$ cat src/rtl/mmu_pkg.sv
// ============================================================================
// Module   : mmu_pkg
// Purpose  : Shared types and constants for the CU memory request responder.
// Revision : 1.0 - initial release
// ============================================================================
`default_nettype none

package mmu_pkg;

    typedef enum logic [2:0] {
        ST_IDLE   = 3'd0,
        ST_CHECK  = 3'd1,
        ST_ACCESS = 3'd2,
        ST_DRAIN  = 3'd3,
        ST_RESP   = 3'd4
    } mmu_state_t;

    localparam logic [3:0] MASK_B0 = 4'b0001;
    localparam logic [3:0] MASK_B1 = 4'b0010;
    localparam logic [3:0] MASK_B2 = 4'b0100;
    localparam logic [3:0] MASK_B3 = 4'b1000;
    localparam logic [3:0] MASK_H0 = 4'b0011;
    localparam logic [3:0] MASK_H1 = 4'b1100;
    localparam logic [3:0] MASK_W  = 4'b1111;

    localparam logic RW_READ  = 1'b0;
    localparam logic RW_WRITE = 1'b1;

    function automatic logic mask_is_legal(input logic [3:0] mask);
        logic legal;
        legal = 1'b0;
        case (mask)
            MASK_B0, MASK_B1, MASK_B2, MASK_B3,
            MASK_H0, MASK_H1, MASK_W: legal = 1'b1;
            default:                  legal = 1'b0;
        endcase
        return legal;
    endfunction

    // Index of the lowest set lane; 0 when no lane is set.
    function automatic logic [1:0] lowest_lane(input logic [3:0] lanes);
        logic [1:0] idx;
        idx = 2'd0;
        for (int i = 3; i >= 0; i--) begin
            if (lanes[i]) idx = 2'(i);
        end
        return idx;
    endfunction

endpackage

`default_nettype wire

$ cat src/rtl/mmu_req_check.sv
// ============================================================================
// Module   : mmu_req_check
// Purpose  : Combinational lane-mask / SRAM-range / alignment validation.
//            Alignment checking is enabled by defining MMU_RESP_ALIGN_CHECK_EN.
// Revision : 1.0 - initial release
// ============================================================================
`default_nettype none

module mmu_req_check
    import mmu_pkg::*;
#(
    parameter int          ADDR_W    = 12,
    parameter logic [31:0] SRAM_BASE = 32'h0000_0000
) (
    input  logic [31:0]       addr,
    input  logic [3:0]        mask,
    output logic [ADDR_W-3:0] word_addr,
    output logic              fault
);

    logic [31:0] w_offset;
    logic        w_mask_bad;
    logic        w_range_bad;
    logic        w_align_bad;
    logic        w_unused_low;

    // A wrapped subtraction lands in the upper bits and so reads as out of range.
    assign w_offset     = addr - SRAM_BASE;
    assign w_mask_bad   = !mask_is_legal(mask);
    assign w_range_bad  = |w_offset[31:ADDR_W];
    assign word_addr    = w_offset[ADDR_W-1:2];
    assign w_unused_low = ^w_offset[1:0];

`ifdef MMU_RESP_ALIGN_CHECK_EN
    assign w_align_bad = |addr[1:0];
`else
    assign w_align_bad = 1'b0;
`endif

    assign fault = w_mask_bad | w_range_bad | w_align_bad;

endmodule

`default_nettype wire

$ cat src/rtl/mmu_if_responder.sv
// ============================================================================
// Module   : mmu_if_responder
// Purpose  : CU memory request responder; serialises one request per lane onto
//            a byte-wide SRAM and returns a lane-positioned word.
//            Optional alignment fault: MMU_RESP_ALIGN_CHECK_EN.
// Revision : 1.0 - initial release
// ============================================================================
`default_nettype none

module mmu_if_responder
    import mmu_pkg::*;
#(
    parameter int          ADDR_W    = 12,
    parameter logic [31:0] SRAM_BASE = 32'h0000_0000
) (
    input  logic              soc_clk,
    input  logic              IF_reset_reg,
    input  logic              memfetch_start,
    input  logic [31:0]       addr,
    input  logic [3:0]        bits_to_access,
    input  logic              read_or_write,
    input  logic [31:0]       wdata,
    output logic              mem_busy,
    output logic              resp_valid,
    output logic [31:0]       resp_data,
    output logic              resp_fault,
    output logic              sram_cs,
    output logic              sram_we,
    output logic [ADDR_W-1:0] sram_addr,
    output logic [7:0]        sram_wdata,
    input  logic [7:0]        sram_rdata
);

    mmu_state_t        r_state;
    mmu_state_t        w_next_state;

    logic [31:0]       r_addr;
    logic [31:0]       r_wdata;
    logic [3:0]        r_lanes;
    logic              r_rw;
    logic              r_cap_pend;
    logic [1:0]        r_cap_lane;

    logic              w_accept;
    logic              w_issue;
    logic              w_fault;
    logic [1:0]        w_lane;
    logic [ADDR_W-3:0] w_word_addr;

    mmu_req_check #(
        .ADDR_W    (ADDR_W),
        .SRAM_BASE (SRAM_BASE)
    ) u_req_check (
        .addr      (r_addr),
        .mask      (r_lanes),
        .word_addr (w_word_addr),
        .fault     (w_fault)
    );

    assign w_accept   = (r_state == ST_IDLE) && memfetch_start;
    assign w_lane     = lowest_lane(r_lanes);
    assign mem_busy   = (r_state != ST_IDLE);
    assign resp_valid = (r_state == ST_RESP);

    always_ff @(posedge soc_clk or posedge IF_reset_reg) begin
        if (IF_reset_reg) begin
            r_state <= ST_IDLE;
        end else begin
            r_state <= w_next_state;
        end
    end

    // r_lanes holds the lanes not yet issued; the sequencer always takes the lowest.
    always_comb begin
        w_next_state = r_state;
        w_issue      = 1'b0;
        case (r_state)
            ST_IDLE: begin
                if (memfetch_start) w_next_state = ST_CHECK;
            end
            ST_CHECK: begin
                if (w_fault) begin
                    w_next_state = ST_RESP;
                end else begin
                    w_next_state = ST_ACCESS;
                    w_issue      = 1'b1;
                end
            end
            ST_ACCESS: begin
                if (r_lanes == 4'b0000) begin
                    w_next_state = ST_DRAIN;
                end else begin
                    w_issue = 1'b1;
                end
            end
            ST_DRAIN: w_next_state = ST_RESP;
            ST_RESP:  w_next_state = ST_IDLE;
            default:  w_next_state = ST_IDLE;
        endcase
    end

    always_ff @(posedge soc_clk or posedge IF_reset_reg) begin
        if (IF_reset_reg) begin
            r_addr     <= '0;
            r_wdata    <= '0;
            r_lanes    <= '0;
            r_rw       <= RW_READ;
            resp_data  <= '0;
            resp_fault <= 1'b0;
        end else begin
            if (w_accept) begin
                r_addr     <= addr;
                r_wdata    <= wdata;
                r_lanes    <= bits_to_access;
                r_rw       <= read_or_write;
                resp_data  <= '0;
                resp_fault <= 1'b0;
            end else begin
                if (r_state == ST_CHECK) resp_fault <= w_fault;
                if (w_issue) r_lanes[w_lane] <= 1'b0;
                if (r_cap_pend) resp_data[{r_cap_lane, 3'b000} +: 8] <= sram_rdata;
            end
        end
    end

    // Read data returns one cycle after its strobe, so remember which lane it belongs to.
    always_ff @(posedge soc_clk or posedge IF_reset_reg) begin
        if (IF_reset_reg) begin
            sram_cs    <= 1'b0;
            sram_we    <= 1'b0;
            sram_addr  <= '0;
            sram_wdata <= '0;
            r_cap_pend <= 1'b0;
            r_cap_lane <= 2'd0;
        end else begin
            r_cap_pend <= sram_cs && (sram_we == RW_READ);
            r_cap_lane <= sram_addr[1:0];
            if (w_issue) begin
                sram_cs    <= 1'b1;
                sram_we    <= r_rw;
                sram_addr  <= {w_word_addr, w_lane};
                sram_wdata <= r_wdata[{w_lane, 3'b000} +: 8];
            end else begin
                sram_cs <= 1'b0;
                sram_we <= 1'b0;
            end
        end
    end

endmodule

`default_nettype wire

$ cat config.mk
export PLATFORM = sky130hd
export DESIGN_NAME = mmu_if_responder
export DESIGN_NICKNAME = d
export VERILOG_FILES = /design/src/rtl/mmu_pkg.sv /design/src/rtl/mmu_req_check.sv /design/src/rtl/mmu_if_responder.sv
export SDC_FILE = /design/constraint.sdc
export NUM_CORES = 1
export LEC_CHECK = 0
export CORE_MARGIN = 5
export CORE_UTILIZATION = 50
export DETAILED_ROUTE_END_ITERATION = 7
export DONT_BUFFER_PORTS = 1
export GPL_ROUTABILITY_DRIVEN = 0
export HOLD_SLACK_MARGIN = 0.08
export PLACE_DENSITY_LB_ADDON = 0.05
export SLEW_MARGIN = 15
export SYNTH_ARGS = -nofsm -noshare
export SYNTH_HDL_FRONTEND = slang
export SYNTH_SLANG_ARGS = --single-unit
$ cat constraint.sdc
create_clock -name soc_clk -period 5.9 [get_ports soc_clk]
set_clock_uncertainty 0.05 [all_clocks]
set_input_delay 0.59 -clock soc_clk [delete_from_list [all_inputs] [get_ports soc_clk]]
set_output_delay 0.59 -clock soc_clk [all_outputs]
set_load 0.02 [all_outputs]
==> metrics <==
arrival time of data at the critical path endpoint 3.04 ns; Row Count 37; required time of the critical path 6.24 ns; post-synthesis register bit count 128; maximum number of pins on one net before global-route repair 102; ratio of routed vias to standard cells 5.44; Slew @ Worst Pin 1.03 ns; fmax 0.370 GHz; top-area cell type share of the netlist area 60.5%; Antenna Diode Count 0; Post CTS Setup Buffer Count 0; Setup CP Type register to register; switching share of total power 25.7%; Routed Antenna Nets 0; startpoint kind of the worst setup timing path register; relative contribution of sequential cells to total power 44.6%; Power per Cell Area 403 nW/um^2; die boundary width 113 um; drt first pass iters 5; result of the run completed; wire length per cell after detailed routing 17.7 um; Routed Wire Length 12,000 um; cts hold-fix bufs 0; sequential cell area fraction in the yosys report 60.5%; MaxCap Viol Count 0; top post-synthesis cells by count sky130_fd_sc_hd__nand2_1, sky130_fd_sc_hd__dfrtp_1, sky130_fd_sc_hd__nor2_1; Peak VDD IR 0.291 mV; Post-Synthesis Cell Area 5300 sq um; net switching power 619 uW; H-tree level count 4; # port buffers 0; die extent in y 113 um; area of the core 10,300 sq um; unrepaired setup endpoints after global routing no; number of failing setup endpoints in the final timing report 0; worst min-delay path class input port to async pin; Ys Warns 0; Initial Utilization 51.3%; drt drc 0; insertion delay of the later-clocked pin in the worst-skew pair 0.51 ns; cell taking the most area after synthesis sky130_fd_sc_hd__dfrtp_1; Cell variety after synth 33; Final #Nets 613; CP endpoint kind register; Root Buffer sky130_fd_sc_hd__clkbuf_8; static power due to leakage 3.03 nW; TritonCTS clock tree done; worst reg2reg setup slack 3.20 ns; number of antenna violations at the first check in global routing 0; synthesized netlist net count 613; post-synthesis area per instance 10.0 sq um; number of global-route vias before repair 3,795; final max-slew violation count 0; most common cell in the netlist sky130_fd_sc_hd__nand2_1; number of resized instances in the post-cts repair step 0; vias 3,669; wire length of the first global-routing pass 19,600 um; crit share post-route 45.8%; RR Startpoint r_lanes[2]; Async SR Flop Fraction 100%; share of post-route cells with drive strength above 1 10.0%; design internal power 1.79 mW; Clock power frac 43.0%; full die area 12,700 sq um; post-route total power 2.41 mW; detailed placer's ending HPWL 8000 um; number of cell instances on the worst register-to-register path 6; main flop type after synthesis sky130_fd_sc_hd__dfrtp_1; top post-synthesis cells by area sky130_fd_sc_hd__dfrtp_1, sky130_fd_sc_hd__nand2_1, sky130_fd_sc_hd__a22oi_1, sky130_fd_sc_hd__nor2_1, sky130_fd_sc_hd__mux2_4; relative max-transition margin 31.5%; Tot GR Track Use 19.6%; clock transition at the registers of the reported paths 0.05 ns; number of instances in the synthesized netlist 529; TritonCTS Buffers 17; time the final worst path needs with I/O delays and setup 2.70 ns; IO Count 137; Total Negative Setup Slacks 0 ns; clk sink count 128; area added between synthesis and finish 12.9%; Iteration-0 DRC Markers 284; global route total overflow 0; count of flip-flops with a built-in enable after synthesis 0; number of failing hold endpoints at the final stage 0; number of buffers on the longest clock path 2; Crit Path Max Fanout 24; worst reg2reg path endpoint sram_addr[11]; part of the power in combinational logic 12.4%
-- final cells by class --
type,instances,area (sq um)
fillers,868,4340
flip-flops and latches,128,3200
clock buffers,23,487
inverters,7,28.8
well taps,136,170
multi-input cells,369,1940
repair buffers,6,45.0
clock inverters,6,105
-- cell usage in the layout (no fill, tap or decap), drive strengths merged, types with 3 or more instances in the layout --
cell type and n:
a21oi 11, mux2i 10, nand2 202, a22oi 32
o21ai 5, inv 7, bufinv 3, nor2 50
ha 4, o22ai 8, clkbuf 23, nor3 4
dfrtp 128, clkinv 3, mux2 21, nor4 7
buf 6
-- state kept, by name, indices dropped and copies added (netlist names) --
signal,cells
r_cap_pend,1
resp_data,32
sram_we,1
sram_wdata,8
r_cap_lane,2
r_lanes,4
resp_fault,1
r_addr,30
r_state,3
sram_addr,12
sram_cs,1
r_wdata,32
r_rw,1
-- power by group through the flow --
| stage | clock, mW | combinational [mW] | sequential, mW |
|---|---|---|---|
| 6_report | 1.04 | 0.298 | 1.07 |
| 3_5_place_dp | 0 | 0.305 | 1.09 |
| 3_3_place_gp | 0 | 0.296 | 1.08 |
| 4_1_cts | 1.06 | 0.306 | 1.07 |
| 2_1_floorplan | 0 | 0.256 | 1.06 |
| 5_1_grt | 1.10 | 0.348 | 1.09 |
-- metal layers --
metal,wire [um],track usage [%],up-vias
met3,978,6.26,19
li1,-,-,1742
met4,221,8.57,0
met5,0,0,-
met1,5060,24.9,1790
met2,5710,30.9,118
-- cell families (layout without fill, tap and decap cells) --
kind of cell,count (synthesis),in the layout,synth area share [%]
AOI/OAI and AO/OA,61,61,8.22
DFF,128,128,60.5
adders and majority gates,4,4,0.945
muxes,31,31,7.14
and+or+nand+nor,273,273,20.3
buffers and inverters,32,42,2.93
-- per-stage QoR --
step                setup WS, ns  utilization, %  hold WS, ns  instance area [sq um]  instances
floorplan                   1.85               -        0.387                   5300        529
global placement            3.24            52.2        0.402                   5390        646
detailed placement          3.20            52.2        0.412                   5390        646
CTS                         3.19            57.9        0.112                   5980        675
global route                3.00            57.9        0.116                   5980        675
finish                      3.20            57.9       0.0899                   5980        675
-- critical path, stage by stage (launching register included) --
cell                        delay (ns)
sky130_fd_sc_hd__dfrtp_1          0.73
sky130_fd_sc_hd__nor2_1           0.19
sky130_fd_sc_hd__mux2_4           0.36
sky130_fd_sc_hd__a2111oi_4        0.35
sky130_fd_sc_hd__or2_1            0.15
sky130_fd_sc_hd__buf_4            0.35
sky130_fd_sc_hd__mux2_2           0.38
-- how the worst max path moves through the flow --
stage | from | end | slack, ns | depth (start not counted)
after floorplan | IF_reset_reg | r_addr[10] | 1.85 | 1
after global placement | r_lanes[2] | sram_wdata[7] | 3.24 | 6
after detailed placement | r_lanes[2] | sram_addr[11] | 3.20 | 6
after CTS | r_lanes[2] | sram_addr[11] | 3.19 | 6
after global routing | r_lanes[2] | sram_wdata[2] | 3.00 | 6
final | r_lanes[2] | sram_addr[11] | 3.20 | 6
Note: power is estimated with default switching activity, not from simulation.
